**src/rtl/glbl_rst_pkg.sv**
```systemverilog
// ----------------------------------------------------------------------------
// glbl_rst_pkg
// Shared types and defaults for the global reset release sequencer.
//   rst_seq_st_t : sequencer FSM state (IDLE waits for work, GAP counts down
//                  the idle gap before releasing one block)
//   DEF_NUM_RST  : default number of per-block reset outputs
// ----------------------------------------------------------------------------
package glbl_rst_pkg;

   typedef enum logic {
      IDLE = 1'b0,
      GAP  = 1'b1
   } rst_seq_st_t;

   localparam int DEF_NUM_RST = 8;

endpackage

```
**src/rtl/rst_prio_enc.sv**
```systemverilog
// ----------------------------------------------------------------------------
// rst_prio_enc
// Combinational lowest-set-bit finder used to pick the next block to release.
// Ports:
//   vec_i   in  NUM_RST  candidate vector
//   idx_o   out IDX_W    index of the lowest set bit (0 when none set)
//   valid_o out 1        at least one bit of vec_i is set
// ----------------------------------------------------------------------------
module rst_prio_enc
   import glbl_rst_pkg::*;
#(
   parameter int NUM_RST = DEF_NUM_RST,
   parameter int IDX_W   = $clog2(NUM_RST)
) (
   input  logic [NUM_RST-1:0] vec_i,
   output logic [IDX_W-1:0]   idx_o,
   output logic               valid_o
);

   // Scan from the top down so the last hit written is the lowest index,
   // which gives lowest-index-first release order.
   always_comb begin
      idx_o   = '0;
      valid_o = 1'b0;
      for (int i = NUM_RST - 1; i >= 0; i--) begin
         if (vec_i[i]) begin
            idx_o   = IDX_W'(i);
            valid_o = 1'b1;
         end
      end
   end

endmodule

```
**src/rtl/glbl_rst_seq.sv**
```systemverilog
// ----------------------------------------------------------------------------
// glbl_rst_seq
// Consumer end of the global reset control register. Asserts block resets
// immediately and releases them one at a time, lowest index first, with a
// programmable idle gap before each release.
// Ports:
//   clk        in   1        system clock
//   e_reset_n  in   1        external reset, asynchronous, active-low
//   s_reset_n  in   1        soft reset, synchronous, active-low
//   rst_req_n  in   NUM_RST  1 = release requested, 0 = hold block in reset
//   gap_cfg    in   GAP_W    idle cycles inserted before each release
//   rst_out_n  out  NUM_RST  per-block reset, active-low, registered
//   busy       out  1        sequencer active or releases pending
//   cur_idx    out  IDX_W    index currently targeted for release
//   seq_done   out  1        one-cycle pulse when the last pending release lands
// IDX_W is derived from NUM_RST and must not be overridden.
// ----------------------------------------------------------------------------
module glbl_rst_seq
   import glbl_rst_pkg::*;
#(
   parameter int NUM_RST = DEF_NUM_RST,
   parameter int GAP_W   = 8,
   parameter int IDX_W   = $clog2(NUM_RST)
) (
   input  logic               clk,
   input  logic               e_reset_n,
   input  logic               s_reset_n,
   input  logic [NUM_RST-1:0] rst_req_n,
   input  logic [GAP_W-1:0]   gap_cfg,
   output logic [NUM_RST-1:0] rst_out_n,
   output logic               busy,
   output logic [IDX_W-1:0]   cur_idx,
   output logic               seq_done
);

   rst_seq_st_t        state_q, state_d;
   logic [GAP_W-1:0]   cnt_q, cnt_d;
   logic [IDX_W-1:0]   curIdx_q, curIdx_d;
   logic [NUM_RST-1:0] rstOut_q, rstOut_d;
   logic               seqDone_q, seqDone_d;

   logic [NUM_RST-1:0] pending;
   logic [NUM_RST-1:0] curMask;
   logic [IDX_W-1:0]   nextIdx;
   logic               nextValid;
   logic               curReq;

   // Blocks that are requested for release but still held in reset.
   always_comb begin
      pending = rst_req_n & ~rstOut_q;
      curMask = {{(NUM_RST-1){1'b0}}, 1'b1} << curIdx_q;
      curReq  = |(rst_req_n & curMask);
   end

   rst_prio_enc #(
      .NUM_RST (NUM_RST),
      .IDX_W   (IDX_W)
   ) uPrioEnc (
      .vec_i   (pending),
      .idx_o   (nextIdx),
      .valid_o (nextValid)
   );

   // Next-state logic. Assertion is applied first and unconditionally so that
   // a request drop always wins; a release can only set the targeted bit when
   // that bit is still requested, which is the abort check in GAP. The gap
   // counter only decrements while non-zero, so it can never wrap.
   always_comb begin
      state_d   = state_q;
      cnt_d     = cnt_q;
      curIdx_d  = curIdx_q;
      rstOut_d  = rstOut_q & rst_req_n;
      seqDone_d = 1'b0;
      case (state_q)
         IDLE: begin
            if (nextValid) begin
               curIdx_d = nextIdx;
               cnt_d    = gap_cfg;
               state_d  = GAP;
            end
         end
         GAP: begin
            if (!curReq) begin
               state_d = IDLE;
            end else if (cnt_q != '0) begin
               cnt_d = cnt_q - 1'b1;
            end else begin
               rstOut_d  = rstOut_d | curMask;
               seqDone_d = ((pending & ~curMask) == '0);
               state_d   = IDLE;
            end
         end
         default: begin
            state_d = IDLE;
         end
      endcase
   end

   // State registers. External reset is asynchronous; soft reset is sampled
   // on every edge and forces the same all-asserted idle condition.
   always_ff @(posedge clk or negedge e_reset_n) begin
      if (!e_reset_n) begin
         state_q   <= IDLE;
         cnt_q     <= '0;
         curIdx_q  <= '0;
         rstOut_q  <= '0;
         seqDone_q <= 1'b0;
      end else if (!s_reset_n) begin
         state_q   <= IDLE;
         cnt_q     <= '0;
         curIdx_q  <= '0;
         rstOut_q  <= '0;
         seqDone_q <= 1'b0;
      end else begin
         state_q   <= state_d;
         cnt_q     <= cnt_d;
         curIdx_q  <= curIdx_d;
         rstOut_q  <= rstOut_d;
         seqDone_q <= seqDone_d;
      end
   end

   // Busy is the only combinational output: it must see a new request in the
   // same cycle it appears on rst_req_n.
   always_comb begin
      busy      = (state_q != IDLE) | (|pending);
      rst_out_n = rstOut_q;
      cur_idx   = curIdx_q;
      seq_done  = seqDone_q;
   end

endmodule
```
**config.mk**
```make
export PLATFORM = sky130hd
export DESIGN_NAME = glbl_rst_seq
export DESIGN_NICKNAME = d
export VERILOG_FILES = /design/src/rtl/glbl_rst_pkg.sv /design/src/rtl/rst_prio_enc.sv /design/src/rtl/glbl_rst_seq.sv
export SDC_FILE = /design/constraint.sdc
export NUM_CORES = 1
export LEC_CHECK = 0
export CAP_MARGIN = 0
export CORE_MARGIN = 5
export CORE_UTILIZATION = 54
export DETAILED_ROUTE_END_ITERATION = 10
export GPL_TIMING_DRIVEN = 0
export PLACE_DENSITY_LB_ADDON = 0.15
export SLEW_MARGIN = 30
export SYNTH_ARGS = -nofsm -noshare
export SYNTH_HDL_FRONTEND = slang
export SYNTH_SLANG_ARGS = --single-unit
```
**constraint.sdc**
```tcl
create_clock -name clk -period 4.14 [get_ports clk]
set_input_delay 0.828 -clock clk [delete_from_list [all_inputs] [get_ports clk]]
set_output_delay 0.828 -clock clk [all_outputs]
set_load 0.01 [all_outputs]
```
==> metrics.txt, run 1 <==
# TYPE chip_impl_metric gauge
chip_impl_metric{name="post_drt_via_cell_ratio",unit=""} 6.53
chip_impl_metric{name="dr.pass1.iters",unit=""} 5
chip_impl_info{name="grt_setup_unrepaired",value="false"} 1
chip_impl_metric{name="setup-tns-final",unit="ps"} 0
chip_impl_metric{name="fillers",unit=""} 242
chip_impl_metric{name="multi_input_area",unit="um^2"} 875
chip_impl_metric{name="synth_net_count",unit=""} 203
chip_impl_metric{name="synthDistinctLibCells",unit=""} 41
chip_impl_metric{name="comb_power_share",unit="%"} 35.6
chip_impl_metric{name="resized_cells_post_cts",unit=""} 0
chip_impl_metric{name="power.static_leakage",unit="nW"} 0.744
chip_impl_metric{name="final-hold-violation-count",unit=""} 0
chip_impl_metric{name="core.rowCount",unit=""} 19
chip_impl_metric{name="netSwitchingFraction",unit="%"} 36.8
chip_impl_metric{name="synth_seq_cells",unit=""} 21
chip_impl_metric{name="grt_use_total",unit="%"} 22.6
chip_impl_metric{name="global_route.overflow_total",unit=""} 0
chip_impl_metric{name="post-route-period-util",unit="%"} 86.0
chip_impl_metric{name="die_w",unit="um"} 62.7
chip_impl_metric{name="seq_area",unit="um^2"} 526
chip_impl_metric{name="antenna_violating_nets_post_route",unit=""} 0
chip_impl_info{name="post-synth-top-area-cell",value="dfrtp_1"} 1
chip_impl_metric{name="power-per-cell-area",unit="mW/mm^2"} 282
chip_impl_metric{name="drc_errors",unit=""} 0
chip_impl_metric{name="yosysWarningCount",unit=""} 0
chip_impl_metric{name="detailedPlacementHpwl",unit="um"} 3080
chip_impl_metric{name="postSynthAreaPerCell",unit="um^2"} 8.24
chip_impl_metric{name="antenna_cells_inserted",unit=""} 0
chip_impl_metric{name="syn_area",unit="mm^2"} 0.00150
chip_impl_metric{name="route.vias.total",unit=""} 1613
chip_impl_info{name="timing.hold.worst.class",value="in2async"} 1
chip_impl_info{name="critical_path.startpoint_type",value="input pin"} 1
chip_impl_metric{name="worstPathMaxFanout",unit=""} 5
chip_impl_metric{name="die_area",unit="mm^2"} 0.00393
chip_impl_info{name="cts_tree",value="done"} 1
chip_impl_metric{name="finish.utilization",unit="%"} 68.7
chip_impl_info{name="crit_type",value="in2out"} 1
chip_impl_info{name="status",value="finished clean"} 1
chip_impl_metric{name="switchingPower",unit="W"} 0.000193
chip_impl_metric{name="fmax",unit="MHz"} 281
chip_impl_metric{name="grt_pass1_vias",unit=""} 1520
chip_impl_metric{name="routed_wire_per_std_cell",unit="um"} 17.4
chip_impl_metric{name="core_region_area",unit="mm^2"} 0.00271
chip_impl_metric{name="synth_top_cell_area_share",unit="%"} 35.0
chip_impl_metric{name="initial_antenna_violation_count",unit=""} 0
chip_impl_info{name="synth-main-ff-cell",value="dfrtp_1"} 1
chip_impl_metric{name="port_buffers",unit=""} 30
chip_impl_metric{name="async_reset_ff_share",unit="%"} 100
chip_impl_metric{name="clk_pin_slew_worst_paths",unit="ps"} 130
chip_impl_metric{name="share_of_the_yosys_chip_area_belonging_to_registers",unit="%"} 35.0
chip_impl_metric{name="power_frac_clock",unit="%"} 20.3
chip_impl_info{name="clk_root_buffer_cell",value="clkbuf_4"} 1
chip_impl_metric{name="worst-endpoint-arrival",unit="ps"} 2730
chip_impl_metric{name="slew_violations",unit=""} 0
chip_impl_info{name="netlist_top_cells_area",value="dfrtp_1 (35%), mux2i_1 (4.7%), nand3_1 (4.3%)"} 1
chip_impl_metric{name="finClkSkew",unit="ps"} 8.38
chip_impl_metric{name="finalWirelength",unit="um"} 4300
chip_impl_metric{name="fin_nets",unit=""} 238
chip_impl_info{name="final_cell_mix",value="clkdlybuf4s50_1 (29), dfrtp_1 (21), nand3_1 (13)"} 1
chip_impl_metric{name="report.final.setup_viol",unit=""} 0
chip_impl_metric{name="tightestPinTransition",unit="ps"} 664
chip_impl_metric{name="gp_routability_congestion",unit=""} 0.931
chip_impl_metric{name="clock_tree.htree_level_count",unit=""} 1
chip_impl_metric{name="p_seq_share",unit="%"} 44.1
chip_impl_metric{name="clockBufferDepth",unit=""} 2
chip_impl_metric{name="grt_start_max_net_pins",unit=""} 22
chip_impl_metric{name="synthCells",unit=""} 182
chip_impl_metric{name="dr.first_iter.drc_count",unit=""} 88
chip_impl_metric{name="critical_path_required",unit="ps"} 3310
chip_impl_metric{name="vdd.ir_drop.worst",unit="mV"} 0.265
chip_impl_metric{name="number_of_maximum_capacitance_constraint_violations",unit=""} 0
chip_impl_metric{name="final_layout_size_suffix_gt1_share",unit="%"} 5.09
chip_impl_metric{name="die_h",unit="um"} 62.7
chip_impl_metric{name="finalWorstPathRequiredPeriod",unit="ps"} 3560
chip_impl_metric{name="post-cts-setup-buffer-count",unit=""} 0
chip_impl_metric{name="tritoncts_num_sinks",unit=""} 21
chip_impl_metric{name="numCtsBuffers",unit=""} 3
chip_impl_metric{name="first_pass_grt_wire_length",unit="um"} 7250
chip_impl_metric{name="synth-edff-count",unit=""} 0
chip_impl_metric{name="area_growth_syn_to_layout",unit="%"} 24.0
chip_impl_metric{name="clk_latency",unit="ps"} 320
chip_impl_metric{name="floorplan.initialDensity",unit="%"} 55.4
chip_impl_metric{name="ioPinCount",unit=""} 32
chip_impl_info{name="most_common_library_cell_in_the_layout_ignoring_fill_and_taps",value="clkdlybuf4s50_1"} 1
chip_impl_metric{name="internal-power",unit="W"} 0.000331
chip_impl_metric{name="cts_hold_buf",unit=""} 0
chip_impl_info{name="crit_path_end_kind",value="output port"} 1
chip_impl_metric{name="worst_slew_margin_rel",unit="%"} 55.3
-- power by group through the flow --
stage	logic, W	clock network, W	registers, W
after floorplan	0.000120	0	0.000233
after global placement	0.000178	0	0.000234
after detailed placement	0.000183	0	0.000235
after CTS	0.000184	0.000106	0.000231
after global routing	0.000204	0.000116	0.000233
final	0.000186	0.000106	0.000231
-- kinds of logic after synthesis --
kind of cell,Yosys count,synth area share [%]
buf+inv,24,6.67
flops,21,35.0
mux,7,4.67
fa+ha+maj,2,1.67
compound gates,48,22.0
simple gates,80,29.9
-- layout make-up --
class,count,area share (%)
Tap cell,31,2.08
Timing Repair Buffer,30,15.9
Multi-Input combinational cell,137,47.0
Inverter,10,2.02
Buffer,14,3.36
Clock buffer,4,1.41
Sequential cell,21,28.2
-- per-stage QoR --
stage          cells  hold slack [ps]  worst slack (ps)  cell area (um^2)  total power, W
4_1_cts          247              567               585              1870        0.000521
6_report         247              447               579              1860        0.000524
2_1_floorplan    182              532              1660              1500        0.000354
3_3_place_gp     243              527               610              1840        0.000412
5_1_grt          247              493               435              1860        0.000553
3_5_place_dp     243              535               589              1840        0.000418
-- metal layers --
layer / GRT usage [%] / share of wire (%) / vias up
li1: - / - / 755
met1: 28.9 / 43 / 773
met2: 37.8 / 49 / 76
met3: 3.60 / 6.0 / 9
met4: 8.75 / 2.0 / 0
met5: 0 / 0 / -
-- flip-flops by register name (all words and copies together), names as in the netlist --
register and cells:
cnt_q 8, cur_idx 3, rst_out_n 8, seq_done 1
state_q 1
-- cells in the mapped netlist (2+ instances only) --
| cell | count |
|---|---|
| nand3b_1 | 3 |
| o32ai_1 | 2 |
| a41o_1 | 2 |
| nand2b_1 | 8 |
| mux2i_1 | 7 |
| o21ai_0 | 12 |
| a21oi_1 | 7 |
| nand4_1 | 5 |
| nand2_1 | 12 |
| clkbuf_1 | 11 |
| inv_1 | 9 |
| a211oi_1 | 2 |
| a311o_1 | 3 |
| nor3_1 | 7 |
| nor2_1 | 11 |
| a31oi_1 | 7 |
| ha_1 | 2 |
| nor4_1 | 4 |
| buf_2 | 2 |
| dfrtp_1 | 21 |
| nor2b_1 | 7 |
| and4_1 | 4 |
| o22ai_1 | 3 |
| a32oi_1 | 2 |
| nand3_1 | 13 |
-- worst paths after layout --
kind                              start      endpoint  slack, ps  cells past startpoint
max                        rst_req_n[2]          busy        580                      5
min                           e_reset_n      cnt_q[2]        450                      1
max reg2reg                  cur_idx[2]  rst_out_n[2]       1610                      8
min reg2reg                rst_out_n[7]  rst_out_n[7]        560                      2
max in group asynchronous     e_reset_n       state_q       3350                      1
min in group clk           rst_out_n[7]  rst_out_n[7]        560                      2
-- critical path, stage by stage --
cell             delay, ps
clkdlybuf4s50_1        440
nor2b_1                200
nor4_1                 620
nand3_1                130
clkdlybuf4s50_1        510
Note: power is estimated with default switching activity, not from simulation.
==> run 2: changes to the inputs <==
--- a/config.mk
+++ b/config.mk
@@ -14,4 +14,5 @@
 export SLEW_MARGIN = 30
 export SYNTH_ARGS = -nofsm -noshare
 export SYNTH_HDL_FRONTEND = slang
+export SYNTH_HIERARCHICAL = 1
 export SYNTH_SLANG_ARGS = --single-unit
==> metrics.txt, run 2 <==
# TYPE chip_impl_metric gauge
chip_impl_info{name="status",value="finished clean"} 1
chip_impl_metric{name="final_layout_size_suffix_gt1_share",unit="%"} 9.45
chip_impl_metric{name="rr_worst_depth",unit=""} 5
chip_impl_metric{name="dr.first_iter.drc_count",unit=""} 129
chip_impl_info{name="crit_type",value="in2out"} 1
chip_impl_metric{name="die_h",unit="um"} 61.6
chip_impl_metric{name="synthCells",unit=""} 166
chip_impl_info{name="cts_tree",value="done"} 1
chip_impl_info{name="post-synth-top-area-cell",value="dfrtp_1"} 1
chip_impl_metric{name="core_region_area",unit="mm^2"} 0.00250
chip_impl_metric{name="crit_buf_inv",unit=""} 2
chip_impl_metric{name="clk_pin_slew_worst_paths",unit="ps"} 120
chip_impl_metric{name="total_power",unit="W"} 0.000484
chip_impl_metric{name="resized_cells_post_cts",unit=""} 0
chip_impl_metric{name="numCtsBuffers",unit=""} 3
chip_impl_metric{name="fin_nets",unit=""} 223
chip_impl_info{name="netlist_top_cells_area",value="dfrtp_1 (37%), nor2b_1 (5.2%), nand2_1 (4.7%)"} 1
chip_impl_metric{name="synth_top_cell_area_share",unit="%"} 36.6
chip_impl_info{name="most_common_library_cell_in_the_layout_ignoring_fill_and_taps",value="clkdlybuf4s50_1"} 1
chip_impl_metric{name="clock_tree.htree_level_count",unit=""} 1
chip_impl_metric{name="worst-endpoint-arrival",unit="ps"} 2570
chip_impl_metric{name="worstPathMaxFanout",unit=""} 6
chip_impl_metric{name="synth_seq_cells",unit=""} 21
chip_impl_info{name="cpLargestDelayFamily",value="buffers and inverters"} 1
chip_impl_metric{name="antenna_cells_inserted",unit=""} 0
chip_impl_metric{name="routed_wire_per_std_cell",unit="um"} 17.1
chip_impl_metric{name="gp_routability_congestion",unit=""} 0.915
chip_impl_metric{name="antenna_violating_nets_post_route",unit=""} 0
chip_impl_metric{name="cell_area_after_layout",unit="mm^2"} 0.00181
chip_impl_info{name="r2r-end",value="rst_out_n[3]"} 1
chip_impl_metric{name="global_route.overflow_total",unit=""} 0
chip_impl_metric{name="worst_slew_margin_rel",unit="%"} 66.8
chip_impl_metric{name="first_pass_grt_wire_length",unit="um"} 6460
chip_impl_metric{name="postSynthAreaPerCell",unit="um^2"} 8.65
chip_impl_info{name="final_cell_mix",value="clkdlybuf4s50_1 (30), dfrtp_1 (21), nand2_1 (18)"} 1
chip_impl_metric{name="vdd.ir_drop.worst",unit="mV"} 0.239
chip_impl_metric{name="synth-edff-count",unit=""} 0
chip_impl_metric{name="power_frac_clock",unit="%"} 21.1
chip_impl_metric{name="tritoncts_num_sinks",unit=""} 21
chip_impl_metric{name="internal-power",unit="W"} 0.000322
chip_impl_metric{name="die_area",unit="mm^2"} 0.00379
chip_impl_info{name="grt_setup_unrepaired",value="false"} 1
chip_impl_info{name="clk_root_buffer_cell",value="clkbuf_4"} 1
chip_impl_metric{name="power.static_leakage",unit="nW"} 0.701
chip_impl_metric{name="area_growth_syn_to_layout",unit="%"} 25.8
chip_impl_metric{name="ioPinCount",unit=""} 32
chip_impl_metric{name="number_of_maximum_capacitance_constraint_violations",unit=""} 0
chip_impl_metric{name="initial_antenna_violation_count",unit=""} 0
chip_impl_metric{name="finalWirelength",unit="um"} 3950
chip_impl_info{name="timing.hold.worst.class",value="in2async"} 1
chip_impl_metric{name="final-hold-violation-count",unit=""} 0
chip_impl_metric{name="power-per-cell-area",unit="mW/mm^2"} 268
chip_impl_metric{name="dr.pass1.iters",unit=""} 4
chip_impl_metric{name="detailedPlacementHpwl",unit="um"} 3090
chip_impl_metric{name="grt_pass1_vias",unit=""} 1447
chip_impl_metric{name="clk_latency",unit="ps"} 310
chip_impl_metric{name="finalWorstPathRequiredPeriod",unit="ps"} 3400
chip_impl_info{name="synth_most_common_cell",value="dfrtp_1"} 1
chip_impl_metric{name="slowest_delay",unit="ps"} 540
chip_impl_metric{name="switchingPower",unit="W"} 0.000162
chip_impl_metric{name="async_reset_ff_share",unit="%"} 100
chip_impl_metric{name="report.final.setup_viol",unit=""} 0
chip_impl_metric{name="critical_path_required",unit="ps"} 3310
chip_impl_metric{name="synthDistinctLibCells",unit=""} 48
chip_impl_info{name="critical_path.startpoint_type",value="input pin"} 1
chip_impl_metric{name="cts_hold_buf",unit=""} 0
chip_impl_metric{name="floorplan.initialDensity",unit="%"} 57.5
chip_impl_info{name="worst_r2r_startpoint",value="cnt_q[3]"} 1
chip_impl_metric{name="synth_net_count",unit=""} 187
chip_impl_info{name="crit_path_end_kind",value="output port"} 1
chip_impl_metric{name="syn_area",unit="mm^2"} 0.00144
chip_impl_metric{name="die_w",unit="um"} 61.6
chip_impl_metric{name="post-cts-setup-buffer-count",unit=""} 0
chip_impl_metric{name="route.vias.total",unit=""} 1420
chip_impl_info{name="synth-main-ff-cell",value="dfrtp_1"} 1
chip_impl_metric{name="port_buffers",unit=""} 31
chip_impl_metric{name="slew_violations",unit=""} 0
chip_impl_metric{name="netSwitchingFraction",unit="%"} 33.5
chip_impl_metric{name="post_drt_via_cell_ratio",unit=""} 6.15
chip_impl_metric{name="setup-tns-final",unit="ps"} 0
chip_impl_metric{name="fmax",unit="MHz"} 294
chip_impl_metric{name="yosysWarningCount",unit=""} 6
chip_impl_info{name="worst_path_most_repeated_cell",value="clkdlybuf4s50_1"} 1
chip_impl_info{name="timing.critical_path.slowest_stage_cell",value="clkdlybuf4s50_1"} 1
chip_impl_metric{name="r2r_slack",unit="ps"} 1640
chip_impl_metric{name="fillers",unit=""} 198
chip_impl_metric{name="p_seq_share",unit="%"} 48.4
chip_impl_metric{name="post-route-period-util",unit="%"} 82.2
chip_impl_metric{name="share_of_the_yosys_chip_area_belonging_to_registers",unit="%"} 36.6
chip_impl_metric{name="core.rowCount",unit=""} 18
chip_impl_metric{name="clockBufferDepth",unit=""} 2
chip_impl_metric{name="grt_use_total",unit="%"} 23.2
chip_impl_metric{name="tightestPinTransition",unit="ps"} 492
chip_impl_metric{name="grt_start_max_net_pins",unit=""} 22
chip_impl_info{name="crit_chain",value="clkdlybuf4s50_1, nor2b_1, or2_2, nor2_1, nand4_1, clkdlybuf4s50_1"} 1
chip_impl_metric{name="drc_errors",unit=""} 0
chip_impl_metric{name="placedInstanceArea",unit="mm^2"} 0.00178
chip_impl_metric{name="finClkSkew",unit="ps"} 4.84
chip_impl_info{name="synth_top_cells_by_count",value="dfrtp_1 (21), nand2_1 (18), nor2_1 (13), o21ai_0 (13), nor2b_1 (12)"} 1
chip_impl_metric{name="comb_power_share",unit="%"} 30.5
[run 2: routing by layer]
metal,vias up,share of wire (%),track usage [%]
met4,0,1.6,8.18
met1,681,40,25.4
li1,683,-,-
met2,49,52,44.5
met5,-,0,0
met3,7,5.6,3.56
[run 2: stage by stage]
step | worst slack [ps] | std cells | hold slack (ps) | util (%)
floorplan | 1790 | 166 | 532 | -
global placement | 779 | 227 | 520 | 71.4
detailed placement | 749 | 227 | 529 | 71.4
CTS | 747 | 231 | 558 | 72.5
global route | 666 | 231 | 477 | 72.3
finish | 738 | 231 | 459 | 72.3
[run 2: final cells by class]
| class | instances | area (um^2) | share of cell area [%] |
|---|---|---|---|
| multi-input combinational | 131 | 858 | 47.5 |
| timing repair buffer | 31 | 305 | 16.9 |
| tap | 30 | 37.5 | 2.08 |
| inverter | 7 | 26.3 | 1.45 |
| sequential | 21 | 526 | 29.1 |
| clock buffer | 3 | 22.5 | 1.25 |
| buffer | 7 | 26.3 | 1.45 |
| clock inverter | 1 | 5.00 | 0.277 |
[run 2: cell families after synthesis]
group	count (synthesis)	share of synthesized area [%]
simple gates	75	28.2
compound gates	47	24.0
flops	21	36.6
buf+inv	14	3.66
mux	5	4.62
xor+xnor	2	1.22
fa+ha+maj	2	1.74
[run 2: power groups by stage]
stage | registers, W | logic [W] | clock network (W)
after floorplan | 0.000234 | 0.0000972 | 0
after global placement | 0.000237 | 0.000141 | 0
after detailed placement | 0.000238 | 0.000147 | 0
after CTS | 0.000234 | 0.000147 | 0.000103
after global routing | 0.000237 | 0.000162 | 0.000113
final | 0.000234 | 0.000148 | 0.000102
[run 2: worst max-delay path by stage]
| stage | from | end | slack (ps) | cells past startpoint |
|---|---|---|---|---|
| 3_5_place_dp | rst_req_n[0] | busy | 750 | 6 |
| 3_3_place_gp | rst_req_n[0] | busy | 780 | 6 |
| 6_report | rst_req_n[0] | busy | 740 | 6 |
| 4_1_cts | rst_req_n[0] | busy | 750 | 6 |
| 2_1_floorplan | rst_req_n[0] | busy | 1790 | 4 |
| 5_1_grt | rst_req_n[0] | busy | 670 | 6 |
==> run 3: changes to the inputs <==
--- a/config.mk
+++ b/config.mk
@@ -7,7 +7,7 @@
 export LEC_CHECK = 0
 export CAP_MARGIN = 0
 export CORE_MARGIN = 5
-export CORE_UTILIZATION = 54
+export CORE_UTILIZATION = 45
 export DETAILED_ROUTE_END_ITERATION = 10
 export GPL_TIMING_DRIVEN = 0
 export PLACE_DENSITY_LB_ADDON = 0.15
==> constraint.sdc (replaced) <==
create_clock -name clk -period 2.9 [get_ports clk]
set_input_delay 0.58 -clock clk [delete_from_list [all_inputs] [get_ports clk]]
set_output_delay 0.58 -clock clk [all_outputs]
set_load 0.01 [all_outputs]
==> metrics.txt, run 3 (synthesis gave the netlist of run 2 again) <==
# TYPE chip_impl_metric gauge
chip_impl_metric{name="grt_pass1_vias",unit=""} 1297
chip_impl_info{name="worst_path_most_repeated_cell",value="nor2b_1"} 1
chip_impl_metric{name="tightestPinTransition",unit="ps"} 503
chip_impl_metric{name="area_growth_syn_to_layout",unit="%"} 27.4
chip_impl_info{name="clk_root_buffer_cell",value="clkbuf_4"} 1
chip_impl_metric{name="routed_wire_per_std_cell",unit="um"} 15.8
chip_impl_metric{name="slew_violations",unit=""} 0
chip_impl_metric{name="power-per-cell-area",unit="mW/mm^2"} 377
chip_impl_metric{name="ioPinCount",unit=""} 32
chip_impl_metric{name="netSwitchingFraction",unit="%"} 33.4
chip_impl_metric{name="worst-endpoint-arrival",unit="ps"} 2750
chip_impl_metric{name="final_layout_size_suffix_gt1_share",unit="%"} 9.95
chip_impl_info{name="crit_path_end_kind",value="register"} 1
chip_impl_info{name="crit_type",value="in2reg"} 1
chip_impl_metric{name="vdd.ir_drop.worst",unit="mV"} 0.212
chip_impl_metric{name="comb_power_share",unit="%"} 30.4
chip_impl_metric{name="antenna_violating_nets_post_route",unit=""} 0
chip_impl_metric{name="post_drt_via_cell_ratio",unit=""} 5.77
chip_impl_info{name="most_common_library_cell_in_the_layout_ignoring_fill_and_taps",value="clkdlybuf4s50_1"} 1
chip_impl_metric{name="finClkSkew",unit="ps"} 7.88
chip_impl_metric{name="grt_start_max_net_pins",unit=""} 22
chip_impl_metric{name="slowest_delay",unit="ps"} 450
chip_impl_metric{name="die_w",unit="um"} 66.5
chip_impl_metric{name="first_pass_grt_wire_length",unit="um"} 6470
chip_impl_metric{name="finalWirelength",unit="um"} 3880
chip_impl_metric{name="global_route.overflow_total",unit=""} 0
chip_impl_metric{name="final-hold-violation-count",unit=""} 0
chip_impl_metric{name="post-cts-setup-buffer-count",unit=""} 0
chip_impl_metric{name="number_of_maximum_capacitance_constraint_violations",unit=""} 0
chip_impl_metric{name="cell_area_after_layout",unit="mm^2"} 0.00183
chip_impl_info{name="timing.critical_path.slowest_stage_cell",value="clkdlybuf4s50_1"} 1
chip_impl_metric{name="power.static_leakage",unit="nW"} 0.702
chip_impl_metric{name="placedInstanceArea",unit="mm^2"} 0.00180
chip_impl_metric{name="dr.first_iter.drc_count",unit=""} 127
chip_impl_metric{name="finish.utilization",unit="%"} 59.9
chip_impl_metric{name="grt_use_total",unit="%"} 18.8
chip_impl_metric{name="dp_slack",unit="ps"} -67.3
chip_impl_metric{name="post-route-period-util",unit="%"} 88.2
chip_impl_metric{name="die_h",unit="um"} 66.5
chip_impl_metric{name="floorplan.initialDensity",unit="%"} 47.0
chip_impl_info{name="status",value="finished clean"} 1
chip_impl_metric{name="tritoncts_num_sinks",unit=""} 21
chip_impl_info{name="grt_setup_unrepaired",value="false"} 1
chip_impl_metric{name="dr.pass1.iters",unit=""} 5
chip_impl_metric{name="switchingPower",unit="W"} 0.000230
chip_impl_info{name="critical_path.startpoint_type",value="input pin"} 1
chip_impl_metric{name="die_area",unit="mm^2"} 0.00442
chip_impl_metric{name="worstPathMaxFanout",unit=""} 9
chip_impl_metric{name="finalWorstPathRequiredPeriod",unit="ps"} 2560
chip_impl_metric{name="total_power",unit="W"} 0.000690
chip_impl_metric{name="numCtsBuffers",unit=""} 3
chip_impl_metric{name="drc_errors",unit=""} 0
chip_impl_metric{name="core.rowCount",unit=""} 20
chip_impl_metric{name="fmax",unit="MHz"} 391
chip_impl_metric{name="report.final.setup_viol",unit=""} 0
chip_impl_info{name="final_cell_mix",value="clkdlybuf4s50_1 (29), dfrtp_1 (21), nand2_1 (18)"} 1
chip_impl_metric{name="critical_path_required",unit="ps"} 3090
chip_impl_metric{name="route.vias.total",unit=""} 1413
chip_impl_info{name="timing.hold.worst.class",value="in2async"} 1
chip_impl_metric{name="clk_pin_slew_worst_paths",unit="ps"} 130
chip_impl_metric{name="power_frac_clock",unit="%"} 21.0
chip_impl_metric{name="detailedPlacementHpwl",unit="um"} 2940
chip_impl_metric{name="core_region_area",unit="mm^2"} 0.00305
chip_impl_metric{name="clk_latency",unit="ps"} 310
chip_impl_metric{name="internal-power",unit="W"} 0.000459
chip_impl_metric{name="clock_tree.htree_level_count",unit=""} 1
chip_impl_metric{name="clockBufferDepth",unit=""} 2
chip_impl_metric{name="initial_antenna_violation_count",unit=""} 0
chip_impl_info{name="crit_chain",value="clkdlybuf4s50_1, nor2b_1, nor4_1, nand2_1, nor2b_1, clkbuf_1, a31oi_4, o21a_2, o211ai_1"} 1
chip_impl_metric{name="gp_routability_congestion",unit=""} 0.903
chip_impl_metric{name="worst_slew_margin_rel",unit="%"} 66.5
chip_impl_metric{name="hold_ws",unit="ps"} 214
chip_impl_info{name="cts_tree",value="done"} 1
chip_impl_metric{name="postLayoutSetupSlackWorst",unit="ps"} 341
chip_impl_metric{name="port_buffers",unit=""} 31
chip_impl_metric{name="p_seq_share",unit="%"} 48.6
chip_impl_metric{name="antenna_cells_inserted",unit=""} 0
chip_impl_metric{name="fin_nets",unit=""} 223
## run 3: cell count changes in the layout (fill, tap and decap cells not counted), sizes merged
cell	delta
dlymetal6s2s	+1
clkdlybuf4s50	-1
## run 3: cell type report
type,instances,area (um^2)
Buffer,7,26.3
Timing Repair Buffer,31,308
Sequential cell,21,526
Clock buffer,3,22.5
Multi-Input combinational cell,131,861
Clock inverter,1,5.00
Tap cell,44,55.1
Fill cell,284,1220
Inverter,7,26.3
## run 3: final timing paths
path                                      to  cells past startpoint  slack, ps         start
worst min-delay path            rst_out_n[7]                      1        210     e_reset_n
worst min register to register  rst_out_n[7]                      2        550  rst_out_n[7]
max in group asynchronous           cnt_q[7]                      1       2340     e_reset_n
min in group clk                rst_out_n[7]                      2        550  rst_out_n[7]
worst max register to register  rst_out_n[3]                      5        430      cnt_q[4]
worst max-delay path                cnt_q[3]                      9        340  rst_req_n[5]
## run 3: power groups by stage
stage	Combinational, W	Sequential, W	Clock [W]
after CTS	0.000208	0.000334	0.000153
after floorplan	0.000139	0.000334	0
after global placement	0.000203	0.000338	0
after detailed placement	0.000207	0.000340	0
after global routing	0.000233	0.000338	0.000167
final	0.000210	0.000335	0.000145
## run 3: timing repair
item	CTS	global route
hold buffers	0	0
resized for setup	1	1
setup endpoints to repair	1	1
## run 3: critical path: cells and delay by family
| family | cells | cell delay [ps] |
|---|---|---|
| compound gates | 3 | 610 |
| buf+inv | 2 | 670 |
| simple gates | 4 | 890 |
## run 3: metal layers
layer | track usage, % | wire (um) | vias up
li1 | - | - | 686
met1 | 27.9 | 1870 | 660
met2 | 27.9 | 1690 | 59
met3 | 3.88 | 258 | 8
met4 | 4.06 | 55 | 0
met5 | 0 | 0 | -
## run 3: per-stage QoR
step,setup TNS (ps),instances
floorplan,0,166
global placement,-26.0,241
detailed placement,-67.3,241
CTS,0,245
global route,0,245
finish,0,245
